`src/rtl/prga_fifo_pkg.sv`:
```
// Shared FIFO helpers: derived widths used by the narrow-to-wide packer.
package prga_fifo_pkg;

  function automatic int packer_out_width(input int data_width, input int multiplier);
    return data_width * multiplier;
  endfunction

  function automatic int packer_cnt_width(input int multiplier);
    return (multiplier <= 2) ? 1 : $clog2(multiplier);
  endfunction

endpackage

```
`src/rtl/prga_fifo_lookahead_buffer.sv`:
```
// Turns a non-lookahead FIFO read port (data one cycle after rd_i) into a
// lookahead port (dout valid whenever !empty), sustaining one word per cycle.
module prga_fifo_lookahead_buffer #(
  parameter int DATA_WIDTH = 8
) (
  input  logic                  clk,
  input  logic                  rst,
  input  logic                  empty_i,
  output logic                  rd_i,
  input  logic [DATA_WIDTH-1:0] dout_i,
  output logic                  empty,
  input  logic                  rd,
  output logic [DATA_WIDTH-1:0] dout
);

  logic                  r_pend;
  logic                  r_valid;
  logic [DATA_WIDTH-1:0] r_data;
  logic                  w_take;

  // At most one word is ever in flight or held, so a new read is issued only
  // when nothing will remain after this cycle's consume.
  assign empty  = !(r_pend || r_valid);
  assign dout   = r_valid ? r_data : dout_i;
  assign w_take = rd && !empty;
  assign rd_i   = !rst && !empty_i && (empty || w_take);

  always_ff @(posedge clk) begin
    if (rst) begin
      r_pend  <= 1'b0;
      r_valid <= 1'b0;
      r_data  <= '0;
    end else begin
      r_pend <= rd_i;
      if (r_pend && !w_take) begin
        r_valid <= 1'b1;
        r_data  <= dout_i;
      end else if (w_take) begin
        r_valid <= 1'b0;
      end
    end
  end

endmodule

```
`src/rtl/prga_fifo_packer.sv`:
```
// Packs MULTIPLIER narrow upstream words (LSB-first) into one wide word and
// pushes it into a downstream FIFO; a flush pulse emits a zero-padded partial word.
module prga_fifo_packer
  import prga_fifo_pkg::*;
#(
  parameter int DATA_WIDTH      = 8,
  parameter int MULTIPLIER      = 4,
  parameter bit INPUT_LOOKAHEAD = 1'b0
) (
  input  logic                             clk,
  input  logic                             rst,
  input  logic                             empty_i,
  output logic                             rd_i,
  input  logic [DATA_WIDTH-1:0]            dout_i,
  input  logic                             full,
  output logic                             wr,
  output logic [DATA_WIDTH*MULTIPLIER-1:0] din,
  input  logic                             flush
);

  localparam int OUT_WIDTH = packer_out_width(DATA_WIDTH, MULTIPLIER);
  localparam int CNT_WIDTH = packer_cnt_width(MULTIPLIER);
  localparam logic [CNT_WIDTH-1:0] LAST_SLOT = CNT_WIDTH'(MULTIPLIER - 1);

  logic                  w_empty;
  logic                  w_rd;
  logic [DATA_WIDTH-1:0] w_dout;

  generate
    if (INPUT_LOOKAHEAD == 1'b0) begin : g_buf
      prga_fifo_lookahead_buffer #(
        .DATA_WIDTH(DATA_WIDTH)
      ) u_buf (
        .clk    (clk),
        .rst    (rst),
        .empty_i(empty_i),
        .rd_i   (rd_i),
        .dout_i (dout_i),
        .empty  (w_empty),
        .rd     (w_rd),
        .dout   (w_dout)
      );
    end else begin : g_direct
      assign w_empty = empty_i;
      assign w_dout  = dout_i;
      assign rd_i    = w_rd;
    end
  endgenerate

  logic                 r_wr;
  logic [OUT_WIDTH-1:0] r_din;
  logic [CNT_WIDTH-1:0] r_cnt;
  logic [OUT_WIDTH-1:0] r_coll;
  logic                 r_flush_pending;

  logic                 w_last;
  logic                 w_out_free;
  logic                 w_accept;
  logic                 w_flush_move;
  logic [OUT_WIDTH-1:0] w_coll_next;

  assign w_last       = (r_cnt == LAST_SLOT);
  assign w_out_free   = !r_wr || !full;
  // Only the group-completing word needs room in the output register.
  assign w_accept     = !rst && !r_flush_pending && (!w_last || w_out_free);
  assign w_rd         = w_accept && !w_empty;
  assign w_flush_move = r_flush_pending && (r_cnt != '0) && w_out_free;

  always_comb begin
    w_coll_next = r_coll;
    for (int k = 0; k < MULTIPLIER; k++) begin
      if (r_cnt == CNT_WIDTH'(k)) w_coll_next[k*DATA_WIDTH +: DATA_WIDTH] = w_dout;
    end
  end

  always_ff @(posedge clk) begin
    if (rst) begin
      r_wr            <= 1'b0;
      r_din           <= '0;
      r_cnt           <= '0;
      r_coll          <= '0;
      r_flush_pending <= 1'b0;
    end else begin
      if (w_rd && w_last) begin
        r_wr  <= 1'b1;
        r_din <= w_coll_next;
      end else if (w_flush_move) begin
        r_wr  <= 1'b1;
        r_din <= r_coll;
      end else if (r_wr && !full) begin
        r_wr <= 1'b0;
      end

      // Collector is cleared whenever it is handed off so unfilled slots read as zero.
      if (w_rd) begin
        r_cnt  <= w_last ? '0 : r_cnt + 1'b1;
        r_coll <= w_last ? '0 : w_coll_next;
      end else if (w_flush_move) begin
        r_cnt  <= '0;
        r_coll <= '0;
      end

      if (r_flush_pending) begin
        if ((r_cnt == '0) || w_flush_move) r_flush_pending <= 1'b0;
      end else if (flush) begin
        r_flush_pending <= 1'b1;
      end
    end
  end

  assign wr  = r_wr;
  assign din = r_din;

endmodule

```
`config.mk`:
```
export PLATFORM = sky130hd
export DESIGN_NAME = prga_fifo_packer
export DESIGN_NICKNAME = d
export VERILOG_FILES = /design/src/rtl/prga_fifo_pkg.sv /design/src/rtl/prga_fifo_lookahead_buffer.sv /design/src/rtl/prga_fifo_packer.sv
export SDC_FILE = /design/constraint.sdc
export NUM_CORES = 1
export LEC_CHECK = 0
export ABC_AREA = 1
export BUFFER_PORTS_ARGS = -buffer_cell sky130_fd_sc_hd__clkbuf_2
export CAP_MARGIN = 20
export CORE_ASPECT_RATIO = 1.1
export CORE_MARGIN = 2
export CORE_UTILIZATION = 45
export DETAILED_ROUTE_END_ITERATION = 10
export GPL_TIMING_DRIVEN = 0
export PLACE_DENSITY_LB_ADDON = 0.15
export SYNTH_ARGS = -nofsm -noshare
export SYNTH_HDL_FRONTEND = slang
export SYNTH_SLANG_ARGS = --single-unit
```
`constraint.sdc`:
```
create_clock -name clk -period 1.64 [get_ports clk]
set_input_delay 0 -clock clk [delete_from_list [all_inputs] [get_ports clk]]
set_output_delay 0 -clock clk [all_outputs]
set_load 0.005 [all_outputs]
```
Word level (Yosys, flattened, before mapping)
Index checks and enable logic that the tools add are counted.
{"block": "totals", "out_inout_bits": 34, "elab_cells": 63, "regBits": 78}
{"block": "classes", "n_reduce_logical": 30, "mux": 21, "addsub": 1, "n_eq_ne": 3}
{"op": "$mux 32", "n": 5}
{"op": "$mux 8", "n": 5}
{"op": "$logic_and 1x1->1", "n": 11}
{"op": "$logic_not 1->1", "n": 8}
{"op": "$mux 1", "n": 8}
{"op": "$reduce_bool 2->1", "n": 4}
{"op": "$mux 2", "n": 3}
{"op": "$logic_or 1x1->1", "n": 5}
{"op": "$eq 2x2->1 const B", "n": 2}
{"op": "$reduce_bool 3->1", "n": 1}
{"op": "$add 2x1->2 const B", "n": 1}
{"op": "$eq 2x1->1 const B", "n": 1}
{"op": "$logic_not 2->1", "n": 1}

Longest topological paths before layout
{"block": "depth", "ltp_word": 9, "depth_mapped": 11, "mapped_depth_nobuf": 9}

By module
From an unflattened synthesis, not the netlist that was laid out.
{"block": "hier_totals", "hier_cells": 539, "hier_area_um2": 3803.6}
{"mod": "prga_fifo_packer", "area_each_um2": 3278.1, "cells_per_inst": 461, "instances": 1, "seq_area_each_um2": 1361.3}
{"mod": "prga_fifo_lookahead_buffer", "area_each_um2": 525.5, "cells_per_inst": 78, "instances": 1, "seq_area_each_um2": 200.2}

Worst setup path before layout
OpenSTA, ideal clock, no wires.
{"block": "synth_timing", "path_kind": "register -> register", "startpoint": "register r_cnt[0]", "endpoint": "register r_din[17], in the netlist din[17]", "arrival_ns": 1.421, "setup_ns": 0.116, "path_buffers": 3, "stages_incl_launch_ff": 12, "slack_ns": 0.103, "required_time_ns": 1.524, "path_cell_list": "dfxtp_1 inv_1 ha_1 buf_2 inv_2 nand3_2 buf_6 buf_6 nand2_1 o21ai_2 nor2_1 nor2_1"}
{"block": "synth_via", "elab_chain_cells": 7}
{"element": "start, declared", "line": "prga_fifo_packer.sv:52", "source": "logic [CNT_WIDTH-1:0] r_cnt;"}
{"element": "start signal, assigned", "line": "prga_fifo_packer.sv:96", "source": "r_cnt <= w_last ? '0 : r_cnt + 1'b1;"}
{"element": "$eq 2x2->1", "line": "prga_fifo_packer.sv:62", "source": "assign w_last = (r_cnt == LAST_SLOT);"}
{"element": "$logic_not 1->1", "line": "prga_fifo_packer.sv:65", "source": "assign w_accept = !rst && !r_flush_pending && (!w_last || w_out_free);"}
{"element": "$logic_or 1x1->1", "line": "prga_fifo_packer.sv:65"}
{"element": "$logic_and 1x1->1", "line": "prga_fifo_packer.sv:65"}
{"element": "$logic_and 1x1->1", "line": "prga_fifo_packer.sv:66", "source": "assign w_rd = w_accept && !w_empty;"}
{"element": "$logic_and 1x1->1", "line": "prga_fifo_packer.sv:84", "source": "if (w_rd && w_last) begin"}
{"element": "$mux 32 or $reduce_bool 2->1 (tied branches)"}
{"element": "end signal, assigned", "line": "prga_fifo_packer.sv:86", "source": "r_din <= w_coll_next;"}
{"element": "end signal, assigned", "line": "prga_fifo_packer.sv:89", "source": "r_din <= r_coll;"}
{"element": "end, declared", "line": "prga_fifo_packer.sv:51", "source": "logic [OUT_WIDTH-1:0] r_din;"}
Several ways; a longest one is shown, not always the timed one.
A chain may end at the register's enable or synchronous reset.

Final worst setup path
{"block": "layout_timing", "startpoint": "register r_cnt[0]", "endpoint": "output port rd_i"}
{"block": "layout_via", "elab_chain_cells": 8}
{"element": "$eq 2x2->1", "line": "prga_fifo_packer.sv:62"}
{"element": "$logic_not 1->1", "line": "prga_fifo_packer.sv:65"}
{"element": "$logic_or 1x1->1", "line": "prga_fifo_packer.sv:65"}
{"element": "$logic_and 1x1->1", "line": "prga_fifo_packer.sv:65"}
{"element": "$logic_and 1x1->1", "line": "prga_fifo_packer.sv:66"}
{"element": "$logic_and 1x1->1", "line": "prga_fifo_lookahead_buffer.sv:25", "source": "assign w_take = rd && !empty;"}
{"element": "$logic_or 1x1->1", "line": "prga_fifo_lookahead_buffer.sv:26", "source": "assign rd_i = !rst && !empty_i && (empty || w_take);"}
{"element": "$logic_and 1x1->1", "line": "prga_fifo_lookahead_buffer.sv:26"}
{"element": "end, declared", "line": "prga_fifo_packer.sv:13", "source": "output logic rd_i,"}
No other way between the ends.

==> flow_metrics.tcl <==
set metrics [dict create \
    grt_usage_pct 24.1 \
    crit_path_start_kind "register" \
    pre_cts_ws_ns -0.163 \
    n_antenna_cell 0 \
    grt_pass1_wl_mm 16.9 \
    cts.reportedPaths.clkPinSlew_ns 0.08 \
    synth.area.top_cells "dfxtp_1, nand2_1, nor2_1, o21ai_0, nand3_1" \
    dp_hpwl_mm 7.14 \
    syn2layout_area_growth_pct 20.9 \
    synthCells 529 \
    die_h_um 99.0 \
    cp_data_required_time_ns 1.64 \
    grt_pass1_vias 3445 \
    cts_tree "done" \
    num_vias 3655 \
    post-route-min-period_ns 1.57 \
    synth.top_cells.by_count "nand2_1, nor2_1, dfxtp_1" \
    end_kind "output pin" \
    first_pass_iters 5 \
    critPathKind "reg2out" \
    pwr-share-comb_pct 9.8 \
    slew_viol_final 0 \
    clk_latency_ns 0.36 \
    gp_congestion 0.841 \
    synth.distinct_cells 28 \
    setup_viol 0 \
    drtIter0Drc 307 \
    synthFlopType "dfxtp_1" \
    synth.most_common_cell "nand2_1" \
    status "complete, no violations" \
    fin_skew_ns 0.00976 \
    totalWireLength_mm 10.4 \
    avgSynthCellArea_um2 6.98 \
    relSlewSlack_pct 54.5 \
    syn_nets 546 \
    drc_errors 0 \
    final_util_pct 56.1 \
    cts_sinks 78 \
    cp_max_fo 4 \
    cts_buffer_depth 2 \
    synth_seq_cells 78 \
    seq_power_share_pct 49.8 \
    nets 614 \
    routedWlPerCell_um 14.6 \
    rsz0062_at_grt "true" \
    die_x_um 90.4 \
    drv_cap 0 \
    internal_power_mw 2.90 \
    ioPinCount 47 \
    clock.fmax_mhz 639 \
    ys_seq_area_share_pct 42.3 \
    synth_top_area_share_pct 42.3 \
    net-switching-power_mw 0.998 \
    synth_warnings 0 \
    min-delay-path-class "in2reg" \
    grt_overflow_total 0 \
    htree_levels 3 \
    fin_ws_ns 0.0739 \
    arrival_ns 1.57 \
    coreArea_um2 7960 \
    hold_slack_ns 0.0153 \
    vias_per_cell 5.16 \
    switching_share_pct 25.6 \
    synth_top_area_cell "dfxtp_1" \
    p_total_mw 3.90 \
    port_buffers 46 \
    dpl_cell_area_um2 4060 \
    cts_root_buffer "clkbuf_8" \
    drive_gt1_share_pct 20.6 \
    syn-cell-area_um2 3690 \
    irDropWorstVdd_mv 0.408 \
    finalCritPeriodShare_pct 95.5 \
    grt_max_degree 17 \
    p_leak_nw 1.89 \
    power.density_nw_per_um2 874 \
    ant_nets 0 \
    final_area_um2 4460 \
    worst_slew_pin_slew_ns 0.683 \
    async_reset_ff_share_pct 0 \
    start_util_pct 46.4 \
    rows 34 \
    final_hold_viol_count 0 \
    nFillCells 783 \
    antenna_found_initial 0 \
    p_clk_share_pct 40.4 \
    synth_edf_count 0 \
    cts_inserted_buffers 9 \
    die_area_um2 8940 \
]
==> path summary, 6_finish.rpt <==
path / slack (ns) / startpoint / end / depth (start not counted)
max: 0.07 / r_cnt[0] / rd_i / 6
min reg2reg: 0.44 / r_coll[24] / r_coll[24] / 2
min: 0.02 / rst / r_flush_pending / 4
max reg2reg: 0.11 / r_cnt[0] / din[7] / 8
==> flip-flops by register name, summed over array words and instances, names as in the netlist <==
signal and count:
r_coll 32, r_cnt 2, wr 1, g_buf.u_buf.r_valid 1, g_buf.u_buf.r_data 8, din 32, r_flush_pending 1, g_buf.u_buf.r_pend 1
==> stage by stage <==
step	instances	TNS (ns)
5_1_grt	709	-0.00281
3_5_place_dp	683	-3.99
2_1_floorplan	529	0
4_1_cts	707	0
6_report	709	0
3_3_place_gp	683	-2.22
==> kinds of logic (layout without fill, tap and decap cells) <==
logic type / Yosys count / after routing / share of synthesized area [%]
simple gates: 285 / 285 / 31.7
compound gates: 97 / 97 / 15.1
flops: 78 / 78 / 42.3
buf+inv: 65 / 137 / 9.59
fa+ha+maj: 4 / 4 / 1.36
==> layer usage <==
layer	track usage (%)	share of wire [%]
met3	3.75	5.4
met1	30.3	44
met2	40.3	47
met5	0	0
met4	12.0	2.9
==> cell type report <==
type / count / area, um^2 / share of cell area [%]
multi-input cells: 386 / 1810 / 40.6
flip-flops and latches: 78 / 1570 / 35.1
repair buffers: 59 / 378 / 8.46
plain buffers: 28 / 220 / 4.93
inverters: 35 / 148 / 3.31
well taps: 108 / 135 / 3.03
clock buffers: 11 / 131 / 2.94
clock inverters: 4 / 72.6 / 1.63
==> layout by cell type, fill, tap and decap left out, types with 8 or more instances in the layout <==
| cell | count |
|---|---|
| clkbuf_1 | 8 |
| dlygate4sd3_1 | 10 |
| o21ai_0 | 53 |
| clkbuf_8 | 9 |
| inv_1 | 26 |
| a31oi_1 | 10 |
| a21oi_1 | 17 |
| nor2_1 | 85 |
| a21oi_2 | 8 |
| nand2_1 | 163 |
| buf_6 | 10 |
| dfxtp_1 | 76 |
| clkbuf_2 | 49 |
| nand3_1 | 25 |
| buf_4 | 8 |
==> what timing repair did <==
item | CTS | global route
buffers inserted | 0 | 2
gates resized for setup | 11 | 14
endpoints found under the hold margin | 10 | 0
cloned | 1 | 0
endpoints found under the setup margin | 62 | 66
hold buffers | 10 | 0
==> power by group through the flow <==
stage | clock network (mW) | logic [mW] | registers (mW)
after floorplan | 0 | 0.228 | 1.98
after global placement | 0 | 0.331 | 1.99
after detailed placement | 0 | 0.335 | 1.99
after CTS | 1.59 | 0.366 | 1.94
after global routing | 1.64 | 0.420 | 1.95
final | 1.58 | 0.384 | 1.94
==> worst max-delay path: stages, from the launching register on <==
cell and delay (ns):
dfxtp_4 0.36, ha_1 0.25, nand3_2 0.12, nand2_1 0.08, nand2_1 0.09, nor3b_2 0.17, clkbuf_2 0.14
No activity file was read; power rests on OpenSTA's default activity.
